### src/rtl/fifo_wr_arbiter.sv
`default_nettype none
`timescale 1ns/1ps
// +------------------------------------------------------------------------+
// | Module   : fifo_wr_arbiter                                             |
// | Purpose  : Round-robin arbiter serialising ALU words / RF bytes to FIFO |
// | Revision : 1.0                                                         |
// +------------------------------------------------------------------------+
module fifo_wr_arbiter #(
    parameter int DW = 8
) (
    input  logic            CLK,
    input  logic            RST,
    input  logic            alu_vld,
    input  logic [2*DW-1:0] alu_data,
    output logic            alu_ack,
    input  logic            rf_vld,
    input  logic [DW-1:0]   rf_data,
    output logic            rf_ack,
    input  logic            wfull,
    output logic [DW-1:0]   wdata,
    output logic            winc,
    output logic            busy
);

    localparam logic [1:0] C_IDLE    = 2'd0;
    localparam logic [1:0] C_WR_LO   = 2'd1;
    localparam logic [1:0] C_WR_HI   = 2'd2;
    localparam logic [1:0] C_WR_BYTE = 2'd3;

    logic [1:0]      r_state;
    logic [1:0]      w_state_nxt;
    logic [2*DW-1:0] r_hold;
    logic            r_last_rf;
    logic            r_alu_ack;
    logic            r_rf_ack;
    logic            w_grant_alu;
    logic            w_grant_rf;
    logic            w_winc;
    logic [DW-1:0]   w_wdata;

    always_ff @(posedge CLK) begin
        if (RST) begin
            r_state <= C_IDLE;
        end else begin
            r_state <= w_state_nxt;
        end
    end

    always_comb begin
        w_state_nxt = r_state;
        w_grant_alu = 1'b0;
        w_grant_rf  = 1'b0;
        w_winc      = (r_state != C_IDLE) && !wfull;
        w_wdata     = '0;
        case (r_state)
            C_IDLE: begin
                // On contention the requester not served last wins.
                if (alu_vld && (!rf_vld || r_last_rf)) begin
                    w_grant_alu = 1'b1;
                    w_state_nxt = C_WR_LO;
                end else if (rf_vld) begin
                    w_grant_rf  = 1'b1;
                    w_state_nxt = C_WR_BYTE;
                end
            end
            C_WR_LO: begin
                w_wdata = r_hold[DW-1:0];
                if (w_winc) w_state_nxt = C_WR_HI;
            end
            C_WR_HI: begin
                w_wdata = r_hold[2*DW-1:DW];
                if (w_winc) w_state_nxt = C_IDLE;
            end
            C_WR_BYTE: begin
                w_wdata = r_hold[DW-1:0];
                if (w_winc) w_state_nxt = C_IDLE;
            end
            default: w_state_nxt = C_IDLE;
        endcase
    end

    always_ff @(posedge CLK) begin
        if (RST) begin
            r_hold    <= '0;
            r_last_rf <= 1'b1;
            r_alu_ack <= 1'b0;
            r_rf_ack  <= 1'b0;
        end else begin
            r_alu_ack <= w_grant_alu;
            r_rf_ack  <= w_grant_rf;
            if (w_grant_alu) begin
                r_hold    <= alu_data;
                r_last_rf <= 1'b0;
            end else if (w_grant_rf) begin
                r_hold[DW-1:0] <= rf_data;
                r_last_rf      <= 1'b1;
            end
        end
    end

    assign alu_ack = r_alu_ack;
    assign rf_ack  = r_rf_ack;
    assign winc    = w_winc;
    assign wdata   = w_wdata;
    assign busy    = (r_state != C_IDLE);

endmodule
`default_nettype wire

### config.mk
export PLATFORM = sky130hd
export DESIGN_NAME = fifo_wr_arbiter
export DESIGN_NICKNAME = d
export VERILOG_FILES = /design/src/rtl/fifo_wr_arbiter.sv
export SDC_FILE = /design/constraint.sdc
export NUM_CORES = 1
export LEC_CHECK = 0
export ABC_CLOCK_PERIOD_IN_PS = 2100
export BUFFER_PORTS_ARGS = -buffer_cell sky130_fd_sc_hd__buf_2
export CORE_MARGIN = 2
export CORE_UTILIZATION = 50
export DETAILED_ROUTE_END_ITERATION = 10
export PLACE_DENSITY = 0.8
export SYNTH_ARGS = -nofsm -noshare
export SYNTH_HDL_FRONTEND = slang
export SYNTH_SLANG_ARGS = --single-unit
### constraint.sdc
create_clock -name CLK -period 2.1 [get_ports CLK]
set_input_delay 0.21 -clock CLK [delete_from_list [all_inputs] [get_ports CLK]]
set_output_delay 0.21 -clock CLK [all_outputs]
set_load 0.01 [all_outputs]
Word level (Yosys, flattened, before mapping):

Cells that the tools add are included.

* register bits: 21
* input bits: 29
* output and inout bits: 12
* logic and storage cells: 38

* equal/unequal tests: 6
* mux-type cells: 15
* reduce and logical (&&, ||, !) cells: 11

Operators with widths (count)
* $mux 8: 2
* $pmux 8 s2: 1
* $mux 2: 4
* $mux 1: 7
* $pmux 2 s3: 1
* $eq 2x2->1 const B: 2
* $reduce_bool 2->1: 2
* $reduce_or 2->1: 2
* $ne 3x3->1 const B: 1
* $reduce_and 3->1: 1
* $eq 2x1->1 const B: 1
* $logic_and 1x1->1: 2
* $logic_not 1->1: 2
* $logic_not 2->1: 1
* $ne 2x1->1 const B: 1
* $ne 2x2->1 const B: 1
* $logic_or 1x1->1: 1

Logic depth before layout (Yosys ltp):

Gate-level depths: netlist (run 1).

* word-level depth: 7
* depth in mapped cells: 5
* depth with buffers taken out: 3

Least setup slack after synthesis (run 1):

No wires, ideal clock.

* kind: reg-to-reg
* start point: register r_state[0]
* end point: register r_last_rf
* setup time: 0.120 ns
* data arrival time: 1.193 ns
* data required time: 1.980 ns
* path slack: 0.787 ns
* cell stages (with the launch flop): 5
* buffers on the path: 2
* period minus slack after synthesis: 1.313 ns
* cell sequence: dfxtp_1 > or3b_1 > buf_2 > buf_6 > a211o_1

* longest elaborated chain between the ends: 3
* elaborated cells between the ends (all ways): 5
* those cells by class: mux (3); reduce/logical (2)

Ends and longest elaborated chain
* from (decl): line 30 `logic [1:0] r_state;`
* from (signal assigned): line 45 `r_state <= w_state_nxt;`
* $logic_not 2->1 *: line 55 `case (r_state)`
* $mux 1: line 55
* $mux 1 or $reduce_bool 2->1 (tied branches)
* to (signal assigned): line 85 `r_last_rf <= 1'b1;`
* to (signal assigned): line 93 `r_last_rf <= 1'b0;`
* to (signal assigned): line 96 `r_last_rf <= 1'b1;`
* to (decl): line 33 `logic r_last_rf;`

Mark *: on every way between the ends. The rest lies on a longest branch, timed or not.
A chain may end at the register's enable or synchronous reset.

Worst setup path after layout (run 1):

* start point: register r_state[0]
* end point: output port busy

* longest elaborated chain between the ends: 1

Ends and longest elaborated chain
* $reduce_bool 2->1: line 105 `assign busy = (r_state != C_IDLE);`
* to (decl): line 22 `output logic busy`

Every way passes these cells.

==> results of run 1 <==
-- logic make-up (layout without fill, tap and decap cells) --
group / count (synthesis) / count (layout) / synth area share
AOI/OAI and AO/OA: 53 / 53 / 0.299
and+or+nand+nor: 41 / 41 / 0.212
DFF: 21 / 21 / 0.393
buffers and inverters: 15 / 50 / 0.0959
-- synth_stat cells (3+ instances only) --
library cell,count
nor2b_1,3
buf_6,5
a21oi_1,17
dfxtp_1,21
buf_2,4
a22o_1,3
a311oi_1,8
nand2_1,10
o21ai_0,21
clkbuf_1,4
nand3_1,15
nor2_1,4
-- sequential cells by signal (all words and copies together), names as in the netlist --
name	count
r_hold	16
alu_ack	1
rf_ack	1
r_last_rf	1
r_state	2
-- cell type report --
class	count	share of cell area
clock buffer	4	0.0207
inverter	1	0.00296
multi-input combinational	94	0.431
sequential	21	0.331
tap	27	0.0266
timing repair buffer	45	0.187
-- final timing paths --
kind	from	to
setup / recovery	r_state[0]	busy
hold / removal	alu_vld	rf_ack
setup reg to reg	r_state[0]	r_state[1]
hold reg to reg	r_hold[15]	r_hold[15]
-- worst register-to-register path, stage by stage (launching register included) --
cell	delay, ns
dfxtp_1	0.47
nor2_1	0.66
and2_4	0.35
o311a_1	0.18
-- cells in the final DEF (no fill, tap or decap), types with 3 or more instances in the layout --
master	instances
a21oi_1	17
a22o_1	3
a311oi_1	8
buf_2	40
buf_4	5
clkbuf_4	3
dfxtp_1	21
nand2_1	10
nand3_1	15
nor2_1	4
nor2b_1	3
o21ai_0	21
-- per-layer routing --
layer | part of all wire | routed length, um | vias up | global-route usage
li1 | - | - | 544 | -
met1 | 0.44 | 1120 | 488 | 0.289
met2 | 0.50 | 1290 | 40 | 0.351
met3 | 0.058 | 149 | 2 | 0.0417
met4 | 0.0031 | 8 | 0 | 0.0648
met5 | 0 | 0 | - | 0
-- where the power goes --
part | internal (mW) | switching (mW) | leakage (nW) | total [mW]
logic | 0.131 | 0.165 | 0.345 | 0.296
registers | 0.452 | 0.0469 | 0.173 | 0.499
clock network | 0.0739 | 0.117 | 0.0150 | 0.191
total | 0.657 | 0.328 | 0.533 | 0.986
==> impl_metrics.yaml, run 1 <==
detailed_routing:
  firstDrtPassIters: 4
  vias_per_cell: 5.59
  dr.first_iter.drc_count: 34
  wirelength_mm: 2.57
  antenna_left: 0
  wl_per_cell_um: 13.4
  routed-via-count: 1074
  drc: 0
clock_tree:
  cts_max_level: 1
  hold_buffers: 0
  cts_setup_buffers: 0
  cts-buffers-inserted: 3
  worstSkewPairLatency_ns: 0.30
  clockBufferDepth: 2
  clk_pin_slew_ns: 0.11
  cts-root-buf: "clkbuf_4"
  cts_tree: "yes"
  ctsResizeCount: 0
  cts_num_sinks: 21
floorplan:
  start_util: 0.540
  die_x_um: 50.3
  die_h_um: 50.3
  rows: 16
  die_area_sq_um: 2530
  core_area_sq_um: 1980
  ios: 41
layout:
  n_fill_cell: 176
  final_nets: 195
  seq_area_sq_um: 420
  multi_input_area_sq_um: 547
  area_growth_pct: 18.6
  final_cell_area_sq_um: 1270
  drive_gt1_frac: 0.315
  utilization: 0.640
  fin_cells: 192
  diodes: 0
place:
  dp_cells: 188
  port_buffers: 40
  globalplace.congestion: 0.727
  dp_hpwl_mm: 1.88
  post_dp_cell_area_sq_um: 1240
  place_ws_ns: 0.429
hold_path:
  worstHoldPathType: "input port to register"
  min_path_cells: 2
worst_setup_path:
  cp_num_cells: 3
  worst-path-buf-inv: 2
  cp_cell_sequence: "nor2_1, inv_1, buf_2"
  startpoint_type: "register"
  cp_top_family: "simple AND/OR/NAND/NOR gates"
  path_max_fanout: 14
  crit_type: "register to primary output"
  critPathMaxStageDelay_ns: 0.66
  rrSetupSlack_ns: 0.40
  worstPathRequired_ns: 1.89
  rr_worst_depth: 3
  end_kind: "primary output"
  cp.arrival_ns: 1.66
  cp_slowest_cell: "nor2_1"
synthesis:
  synth_ff_type: "dfxtp_1"
  post-synth-top-area-fraction: 0.393
  yosys_warnings: 0
  syn_area_sq_um: 1070
  async_reset_ff_frac: 0
  ys_top_cells_by_area: "dfxtp_1, o21ai_0, a21oi_1, nand3_1, a311oi_1"
  synth_cells: 130
  ys_seq_elements: 21
  synth_fp_nets: 159
  synth_edf_count: 0
  synth_area_leader_cell: "dfxtp_1"
  synth_area_per_cell_sq_um: 8.23
  synthDistinctLibCells: 27
  seq_area_frac_synth: 0.393
power:
  p_per_area_nw_per_um2: 777
  leakage_nw: 0.533
  vdd_drop_max_mv: 0.471
  power_mw: 0.986
global_route:
  antenna_found_initial: 0
  grt_pass1_vias: 966
  grt_first_pass_wirelength_mm: 4.36
  grt_usage: 0.216
  overflow: 0
  grt_start_max_net_pins: 22
sta:
  slew_violations: 0
  finalCriticalPeriod_ns: 1.87
  setup_viol: 0
  relSlewSlack: 0.491
  finalCritPeriodShare: 0.891
  worst_slack_ns: 0.230
  max_freq_ghz: 0.535
  fin_hold_ws_ns: 0.133
  tightest_slew_ns: 0.760
  finalClockSkew_ns: 0.00260
  finalSetupTns_ns: 0
  rsz0062_at_grt: "false"
  hold_viol: 0
status:
  outcome: "completed"
job:
  drv_cap: 0
Power figures use the tool's default switching activity.
==> run 2, diff against run 1 <==
--- a/config.mk
+++ b/config.mk
@@ -5,11 +5,12 @@
 export SDC_FILE = /design/constraint.sdc
 export NUM_CORES = 1
 export LEC_CHECK = 0
-export ABC_CLOCK_PERIOD_IN_PS = 2100
+export ABC_CLOCK_PERIOD_IN_PS = 2230
 export BUFFER_PORTS_ARGS = -buffer_cell sky130_fd_sc_hd__buf_2
 export CORE_MARGIN = 2
 export CORE_UTILIZATION = 50
 export DETAILED_ROUTE_END_ITERATION = 10
+export MAX_ROUTING_LAYER = met4
 export PLACE_DENSITY = 0.8
 export SYNTH_ARGS = -nofsm -noshare
 export SYNTH_HDL_FRONTEND = slang
==> constraint.sdc (replaced) <==
create_clock -name CLK -period 2.23 [get_ports CLK]
set_input_delay 0.223 -clock CLK [delete_from_list [all_inputs] [get_ports CLK]]
set_output_delay 0.223 -clock CLK [all_outputs]
set_load 0.01 [all_outputs]
==> run 2 against run 1 <==
Cell area decreased by 1.8%. First-iteration DRC count decreased by 24%. Non-clock buffer count decreased by 3. Global-route usage increased by 0.88 points. Sequential share of layout area increased by 0.60 points. Die area unchanged. Count of clock-buffer cells in the layout unchanged. Via count increased by 1.5%. Critical path depth unchanged. Core utilization decreased by 1.1 points. Total power decreased by 5.8%. Combinational power decreased by 9.5%. Highest routed layer unchanged.
==> impl_metrics.yaml, run 2 (same netlist as run 1, synthesis figures left out) <==
layout:
  layout_common_cells: "buf_2, o21ai_0, dfxtp_1, a21oi_1, nand3_1"
  n_fill_cell: 178
  seq_area_sq_um: 420
  top_register: "r_hold"
  largest_reg_flops: 16
  area_growth_pct: 16.5
  fin_cells: 189
  multi_input_area_sq_um: 547
  diodes: 0
  layout_commonest_cell: "buf_2"
  top_regs: "r_hold: 16 flops, r_state: 2 flops"
  drive_gt1_frac: 0.302
  final_nets: 192
detailed_routing:
  wl_per_cell_um: 13.8
  antenna_left: 0
  wirelength_mm: 2.60
  vias_per_cell: 5.77
  firstDrtPassIters: 4
  drc: 0
  routed-via-count: 1090
  dr.first_iter.drc_count: 26
sta:
  tightest_slew_ns: 0.785
  max_freq_ghz: 0.500
  slew_violations: 0
  finalClockSkew_ns: 0.00595
  finalCriticalPeriod_ns: 2.00
  relSlewSlack: 0.475
  finalSetupTns_ns: 0
  finalCritPeriodShare: 0.897
  rsz0062_at_grt: "false"
  fin_hold_ws_ns: 0.122
  setup_viol: 0
  hold_viol: 0
place:
  dp_hpwl_mm: 1.82
  globalplace.congestion: 0.753
  port_buffers: 40
  dp_cells: 185
worst_setup_path:
  worstPathRequired_ns: 2.01
  path_max_fanout: 20
  cp_slowest_cell: "nor2_1"
  cp.arrival_ns: 1.78
  startpoint_type: "register"
  end_kind: "primary output"
  crit_type: "register to primary output"
  critPathMaxStageDelay_ns: 0.70
  cp_cell_sequence: "nor2_1, inv_1, buf_2"
floorplan:
  rows: 16
  start_util: 0.540
  core_area_sq_um: 1980
  ios: 41
  die_area_sq_um: 2530
  die_x_um: 50.3
  die_h_um: 50.3
clock_tree:
  clockBufferDepth: 2
  cts-root-buf: "clkbuf_4"
  clk_pin_slew_ns: 0.12
  cts_setup_buffers: 0
  worstSkewPairLatency_ns: 0.30
  hold_buffers: 0
  cts-buffers-inserted: 3
  cts_max_level: 1
  ctsResizeCount: 0
  cts_num_sinks: 21
  cts_tree: "yes"
power:
  leakage_nw: 0.518
  vdd_drop_max_mv: 0.419
  p_per_area_nw_per_um2: 745
global_route:
  antenna_found_initial: 0
  overflow: 0
  grt_pass1_vias: 997
  grt_first_pass_wirelength_mm: 4.31
  grt_start_max_net_pins: 22
  grt_usage: 0.225
hold_path:
  worstHoldPathType: "input port to register"
status:
  outcome: "completed"
job:
  drv_cap: 0
-- run 2: cell types whose count changed in the layout (fill, tap and decap cells not counted), sizes merged --
cell,change
buf,-3
-- run 2: where the power goes --
part	switching (mW)	total, mW	internal, mW	leakage [nW]
registers	0.0469	0.473	0.426	0.173
clock network	0.119	0.189	0.0697	0.0150
logic	0.152	0.268	0.115	0.330
-- run 2: worst paths after layout --
kind	startpoint	to	slack [ns]	cells past startpoint
worst min-delay path	alu_vld	rf_ack	0.12	2
worst min register to register	r_hold[14]	r_hold[14]	0.49	2
worst max register to register	r_state[0]	r_hold[0]	0.42	3
worst max-delay path	r_state[0]	busy	0.23	3
-- run 2: critical path, delay by kind of cell, from the launching register on --
family,cells,cell delay (ns)
buf+inv,2,0.25
flops,1,0.52
simple gates,1,0.70
-- run 2: layer usage --
metal  vias to the layer above  global-route usage  share of wire
met4                         0              0.0694         0.0050
met2                        27               0.386           0.51
met5                         -                   -              0
li1                        541                   -              -
met1                       520               0.273           0.44
met3                         2              0.0298          0.046
-- run 2: final cells by class --
class / instances / area share
multi-input combinational: 94 / 0.439
sequential: 21 / 0.337
timing repair buffer: 42 / 0.173
tap: 27 / 0.0271
clock buffer: 4 / 0.0211
inverter: 1 / 0.00301
-- run 2: per-stage QoR --
step | setup slack, ns | util | power, mW | cell area (sq um)
2_1_floorplan | 0.917 | - | 0.687 | 1070
3_3_place_gp | 0.499 | 0.616 | 0.738 | 1220
4_1_cts | 0.271 | 0.629 | 0.928 | 1250
3_5_place_dp | 0.437 | 0.616 | 0.749 | 1220
6_report | 0.229 | 0.629 | 0.929 | 1250
5_1_grt | 0.126 | 0.629 | 0.979 | 1250
